### src/rtl/serial_subtractor_pkg.sv
// Shared constants for the bit-serial subtractor: FSM state encoding and default width.
package serial_subtractor_pkg;

  localparam int DEFAULT_WIDTH = 8;

  typedef enum logic [1:0] {
    IDLE  = 2'd0,
    SHIFT = 2'd1,
    DONE  = 2'd2
  } state_e;

endpackage

### src/rtl/serial_subtractor_full_subs.sv
// Single-bit full subtractor cell: d = a - b - bin, with borrow out.
module full_subs (
  input  logic a_i,
  input  logic b_i,
  input  logic bin_i,
  output logic d_o,
  output logic bo_o
);

  assign d_o  = a_i ^ b_i ^ bin_i;
  assign bo_o = (~a_i & b_i) | (~(a_i ^ b_i) & bin_i);

endmodule

### src/rtl/serial_subtractor.sv
// Bit-serial WIDTH-bit subtractor, LSB first, one bit per clock.
// Define SERIAL_SUBTRACTOR_BORROW_IN_EN to add a borrow_in port for multi-word chaining.
module serial_subtractor
  import serial_subtractor_pkg::*;
#(
  parameter  int WIDTH = DEFAULT_WIDTH,
  localparam int CNT_W = $clog2(WIDTH + 1)
) (
  input  logic             clk,
  input  logic             rst,
  input  logic             start,
  input  logic [WIDTH-1:0] a,
  input  logic [WIDTH-1:0] b,
`ifdef SERIAL_SUBTRACTOR_BORROW_IN_EN
  input  logic             borrow_in,
`endif
  output logic             busy,
  output logic             done,
  output logic [WIDTH-1:0] diff,
  output logic             borrow
);

  state_e           state_q;
  logic [WIDTH-1:0] a_sr_q;
  logic [WIDTH-1:0] b_sr_q;
  logic [WIDTH-1:0] res_sr_q;
  logic [WIDTH-1:0] res_sr_d;
  logic [WIDTH-1:0] diff_q;
  logic [CNT_W-1:0] cnt_q;
  logic             brw_q;
  logic             borrow_q;
  logic             busy_q;
  logic             done_q;
  logic             borrow_init;
  logic             cell_d;
  logic             cell_bo;

`ifdef SERIAL_SUBTRACTOR_BORROW_IN_EN
  assign borrow_init = borrow_in;
`else
  assign borrow_init = 1'b0;
`endif

  full_subs u_cell (
    .a_i   (a_sr_q[0]),
    .b_i   (b_sr_q[0]),
    .bin_i (brw_q),
    .d_o   (cell_d),
    .bo_o  (cell_bo)
  );

  // Result bits enter at the MSB so that after WIDTH shifts bit 0 holds the LSB.
  assign res_sr_d = {cell_d, res_sr_q[WIDTH-1:1]};

  always_ff @(posedge clk) begin
    if (rst) begin
      state_q  <= IDLE;
      a_sr_q   <= '0;
      b_sr_q   <= '0;
      res_sr_q <= '0;
      diff_q   <= '0;
      cnt_q    <= '0;
      brw_q    <= 1'b0;
      borrow_q <= 1'b0;
      busy_q   <= 1'b0;
      done_q   <= 1'b0;
    end else begin
      case (state_q)
        IDLE: begin
          if (start) begin
            a_sr_q  <= a;
            b_sr_q  <= b;
            brw_q   <= borrow_init;
            cnt_q   <= '0;
            busy_q  <= 1'b1;
            state_q <= SHIFT;
          end
        end
        SHIFT: begin
          a_sr_q   <= a_sr_q >> 1;
          b_sr_q   <= b_sr_q >> 1;
          res_sr_q <= res_sr_d;
          brw_q    <= cell_bo;
          cnt_q    <= cnt_q + CNT_W'(1);
          if (cnt_q == CNT_W'(WIDTH - 1)) begin
            diff_q   <= res_sr_d;
            borrow_q <= cell_bo;
            busy_q   <= 1'b0;
            done_q   <= 1'b1;
            state_q  <= DONE;
          end
        end
        DONE: begin
          done_q  <= 1'b0;
          state_q <= IDLE;
        end
        default: begin
          busy_q  <= 1'b0;
          done_q  <= 1'b0;
          state_q <= IDLE;
        end
      endcase
    end
  end

  assign busy   = busy_q;
  assign done   = done_q;
  assign diff   = diff_q;
  assign borrow = borrow_q;

endmodule

### config.mk
export PLATFORM = sky130hd
export DESIGN_NAME = serial_subtractor
export DESIGN_NICKNAME = d
export VERILOG_FILES = /design/src/rtl/serial_subtractor_pkg.sv /design/src/rtl/serial_subtractor_full_subs.sv /design/src/rtl/serial_subtractor.sv
export SDC_FILE = /design/constraint.sdc
export NUM_CORES = 1
export LEC_CHECK = 0
export CORE_UTILIZATION = 50
export DETAILED_ROUTE_END_ITERATION = 7
export GPL_ROUTABILITY_DRIVEN = 0
export PLACE_DENSITY = 0.87
export SYNTH_ARGS = -nofsm -noshare
export SYNTH_HDL_FRONTEND = slang
export SYNTH_SLANG_ARGS = --single-unit
### constraint.sdc
create_clock -name clk -period 3.95 [get_ports clk]
set_input_delay 0.395 -clock clk [delete_from_list [all_inputs] [get_ports clk]]
set_output_delay 0.395 -clock clk [all_outputs]
set_load 0.05 [all_outputs]
Word level (Yosys, flattened, before mapping)
Index checks and enable logic that the tools add are counted.
Cells by class
  add/sub/neg operators: 1
  equal/unequal tests: 5
  multiplexer cells: 16
  bitwise operators: 9
  reductions and logical operators: 7
Operators with widths (number)
  one-hot mux 8 bit (2 select lines): 2
  two-way mux 8 bit: 2
  one-hot mux 4 bit (2 select lines): 1
  AND reduction 2 bit: 4
  adder 4 x 1 -> 4 bit (second input constant): 1
  == test 4 x 3 -> 1 bit (second input constant): 1
  two-way mux 1 bit: 4
  two-way mux 2 bit: 2
  two-way mux 4 bit: 1
  inequality test 2 bit (second input constant): 2
  NOT 1 bit: 4
  one-hot mux 1 bit (2 select lines): 2
  one-hot mux 2 bit (2 select lines): 1
  one-hot mux 1 bit (3 select lines): 1
  AND reduction 3 bit: 1
  bitwise AND 1 bit: 2
  == test 2 x 1 -> 1 bit (second input constant): 1
  == test 2 bit (second input constant): 1
  zero test 2 bit: 1
  nonzero test 2 bit: 1
  XOR 1 bit: 2
  bitwise OR 1 bit: 1
Storage, ports and cells
  bits in registers: 42
  input bits: 19
  output and inout bits: 11
  logic and storage cells: 48

Longest topological paths before layout
  word-level depth: 5
  depth in mapped cells: 5
  depth with buffers taken out: 4

Hierarchy
From an unflattened synthesis, not the netlist that was laid out.
Second synthesis, totals
  cells, all modules: 202
  area total of the unflattened synthesis: 1731.7 um2
Modules (own cells, without submodules)
  serial_subtractor: times used 1, cells an instance 198, area an instance 1700.4 um2, sequential area each 820.8 um2
  full_subs: times used 1, cells an instance 4, area an instance 31.3 um2, sequential area each 0.0 um2

Worst setup path after synthesis
No wires, ideal clock.
  path type: register to register
  start point: register cnt_q[0]
  end point: register borrow_q, in the netlist borrow
  library setup time: 0.091 ns
  arrival time: 1.178 ns
  required time: 3.859 ns
  path slack: 2.681 ns
  stages on the path, launching flop included: 6
  path buffers: 1
  cells stage by stage: dfxtp_1 -> ha_1 -> and3b_1 -> buf_2 -> a21oi_1 -> a311oi_1
On the way
  cells in the longest elaborated chain, start to end: 2
Ends and longest elaborated chain
  start, declared: line serial_subtractor.sv:29  | logic [CNT_W-1:0] cnt_q;
  start signal, assigned: line serial_subtractor.sv:84  | cnt_q <= cnt_q + CNT_W'(1);
  == test 4 x 3 -> 1 bit: line serial_subtractor.sv:85  | if (cnt_q == CNT_W'(WIDTH - 1)) begin
  AND reduction 2 bit (no line)
  end signal, assigned: line serial_subtractor.sv:87  | borrow_q <= cell_bo;
  end, declared: line serial_subtractor.sv:31  | logic borrow_q;
Every way passes these cells.
A chain may end at the register's enable or synchronous reset.

Worst setup path after layout
  start point: register diff_q[6], in the netlist diff[6]
  end point: output port diff[6]
RTL lines
  start, declared: line serial_subtractor.sv:28  | logic [WIDTH-1:0] diff_q;
  start signal, assigned: line serial_subtractor.sv:86  | diff_q <= res_sr_d;
  end, declared: line serial_subtractor.sv:19  | output logic [WIDTH-1:0] diff,
No word-level cell between the ends.

==> impl_metrics.py <==
metrics = {
    "timing": {
        "tightest_slew_ns": 0.729,
        "min_period_ns": 1.88,
        "finalCritPeriodShare_pct": 47.6,
        "fin_setup_tns_ns": 0,
        "slew_violations": 0,
        "rsz0062_at_grt": "false",
        "fmax_mhz": 531,
        "clock_skew_ns": 0.00718,
        "finalHoldViolCount": 0,
        "slew_headroom_pct": 51.4,
        "setup_viol": 0,
    },
    "detailed_routing": {
        "drtPass1Iterations": 4,
        "drtIter0Drc": 86,
        "drt-total-wl_mm": 3.20,
        "wl_per_cell_um": 12.2,
        "ant_nets": 0,
        "remaining_drc_errors": 0,
        "dr_total_vias": 1435,
        "viasPerCell": 5.46,
    },
    "critical_path": {
        "critical-path-top-delay-family": "buffers and inverters",
        "start_kind": "register",
        "endpoint_kind": "primary output",
        "slowest_stage": "clkdlybuf4s50_1",
        "critPathKind": "register to primary output",
        "cp_slowest_stage_delay_ns": 0.81,
        "cp.required_ns": 3.56,
        "critical_path_buf_inv_count": 1,
        "crit_fanout": 2,
        "crit_arrival_ns": 1.49,
        "worstPathCellList": "clkdlybuf4s50_1",
    },
    "synth": {
        "synth_edf_count": 0,
        "yosys-top-cells-area": "dfxtp_1 (47%), nor2_1 (6.3%), a211oi_1 (6.1%), a21oi_1 (5.2%), a21bo_2 (4.6%)",
        "synth.top_cell.area_share_pct": 47.4,
        "syn-num-nets": 217,
        "synth_top_flop_cell": "dfxtp_1",
        "synth_area_per_cell_um2": 8.84,
        "synth_top_area_cell": "dfxtp_1",
        "yosys_register_bits": 41,
        "ys_warn_count": 0,
        "syn_inst": 196,
        "synth_cell_types": 32,
        "yosysSeqAreaShare_pct": 47.4,
        "synth-async-reset-ratio_pct": 0,
        "synthesis.area_um2": 1730,
    },
    "clocking": {
        "post_cts_buffers": 0,
        "cts.clk_slew.worst_paths_ns": 0.11,
        "ctsHoldBuffers": 0,
        "ctsResizeCount": 0,
        "cts.sinks": 41,
        "insertion_delay_ns": 0.33,
        "cts_max_level": 2,
        "cts_tree": "built",
        "root_buffer": "clkbuf_4",
        "cts_buffer_depth": 2,
        "cts_inserted_buffers": 5,
    },
    "global_route": {
        "grt_max_degree": 42,
        "grt_overflow_total": 0,
        "grt_use_total_pct": 19.3,
        "grt_pass1_vias": 1193,
        "grt_pass1_wl_mm": 5.26,
        "antenna_found_initial": 0,
    },
    "floorplan": {
        "core-area_um2": 3340,
        "die_y_um": 60.9,
        "num_rows": 21,
        "die_area_um2": 3700,
        "initial_core_util_pct": 51.9,
        "die_w_um": 60.9,
        "ios": 30,
    },
    "layout": {
        "syn_to_final_growth_pct": 19.7,
        "post-route-util_pct": 62.1,
        "nNetsFinal": 238,
        "layout-drive-gt1-share_pct": 8.76,
        "antenna_cells": 0,
        "final_cell_count_no_fill": 263,
        "mostFrequentLayoutCells": "dfxtp_1 (41), nor2_1 (29), clkdlybuf4s50_1 (29)",
        "final_common_cell": "dfxtp_1",
    },
    "power_and_ir_drop": {
        "pwr_density_cell_nw_per_um2": 380,
        "p_leak_uw": 0.000734,
        "peakVddDrop_mv": 0.183,
    },
    "hold_path": {
        "hold_class": "register to register",
    },
    "placed_design": {
        "place_hpwl_mm": 2.07,
        "dp_cells": 256,
        "port_buffers": 29,
    },
    "flow_run": {
        "drv_cap": 0,
    },
    "status": {
        "outcome": "finished, final reports clean",
    },
}
[power by group]
part | leakage (µW) | internal, µW | switching (µW)
clock | 0.0000410 | 129 | 124
sequential | 0.000335 | 432 | 13.9
combinational | 0.000357 | 42.7 | 45.9
total | 0.000734 | 603 | 184
[per-layer routing]
layer  vias up  track usage [%]  share of wire, %
met5         -                0                 0
met4         0             8.77               1.1
met3         2             3.84               3.4
met2        32             32.0                48
met1       667             24.2                48
li1        734                -                 -
[state kept, by name (all words and copies together), names as in the netlist]
register,flops
res_sr_q,7
busy,1
cnt_q,4
brw_q,1
done,1
a_sr_q,8
b_sr_q,8
state_q,2
borrow,1
diff,8
[path summary, 6_finish.rpt]
check / start / to / slack (ns) / cells after the start
worst max-delay path: diff[6]$_SDFFE_PP0P_ / diff[6] / 2.07 / 1
worst min-delay path: res_sr_q[1]$_SDFFE_PP0P_ / res_sr_q[1]$_SDFFE_PP0P_ / 0.47 / 2
worst max register to register: state_q[0]$_SDFFE_PP0P_ / cnt_q[3]$_SDFFE_PP0P_ / 2.16 / 3
worst min register to register: res_sr_q[1]$_SDFFE_PP0P_ / res_sr_q[1]$_SDFFE_PP0P_ / 0.47 / 2
[through the flow]
stage	power [µW]	hold WS (ns)	setup slack, ns	instance area (µm²)
4_1_cts	794	0.468	2.04	2070
6_report	787	0.465	2.07	2070
3_3_place_gp	541	0.447	2.10	2000
5_1_grt	825	0.496	1.98	2070
2_1_floorplan	516	0.437	2.68	1730
3_5_place_dp	543	0.452	2.07	2000
[cell families (layout without fill, tap and decap cells)]
family	count (synthesis)	in the layout	synth area share (%)
buf+inv	21	42	6.29
simple gates	66	66	16.2
compound gates	65	65	27.7
mux	1	1	0.578
flops	41	41	47.4
fa+ha+maj	2	2	1.88
[Yosys cell counts (2+ instances only)]
library cell and n:
dfxtp_1 41, nor2_1 29, nand2_1 20, a21oi_1 18, a211oi_1 14, nand3_1 10
o2bb2ai_1 9, a21bo_2 8, buf_2 6, clkbuf_1 6, o22ai_1 5, buf_4 4
inv_1 4, a22oi_1 3, nand2b_1 2
[cell type report]
class                      count  area, µm²
clock buffer                   5       37.5
clock inverter                 2       35.0
sequential                    41        821
timing repair buffer          31        305
inverter                       4       15.0
multi-input combinational    134        802
fill                         303       1260
tap                           46       57.6
Power figures use the tool's default switching activity.
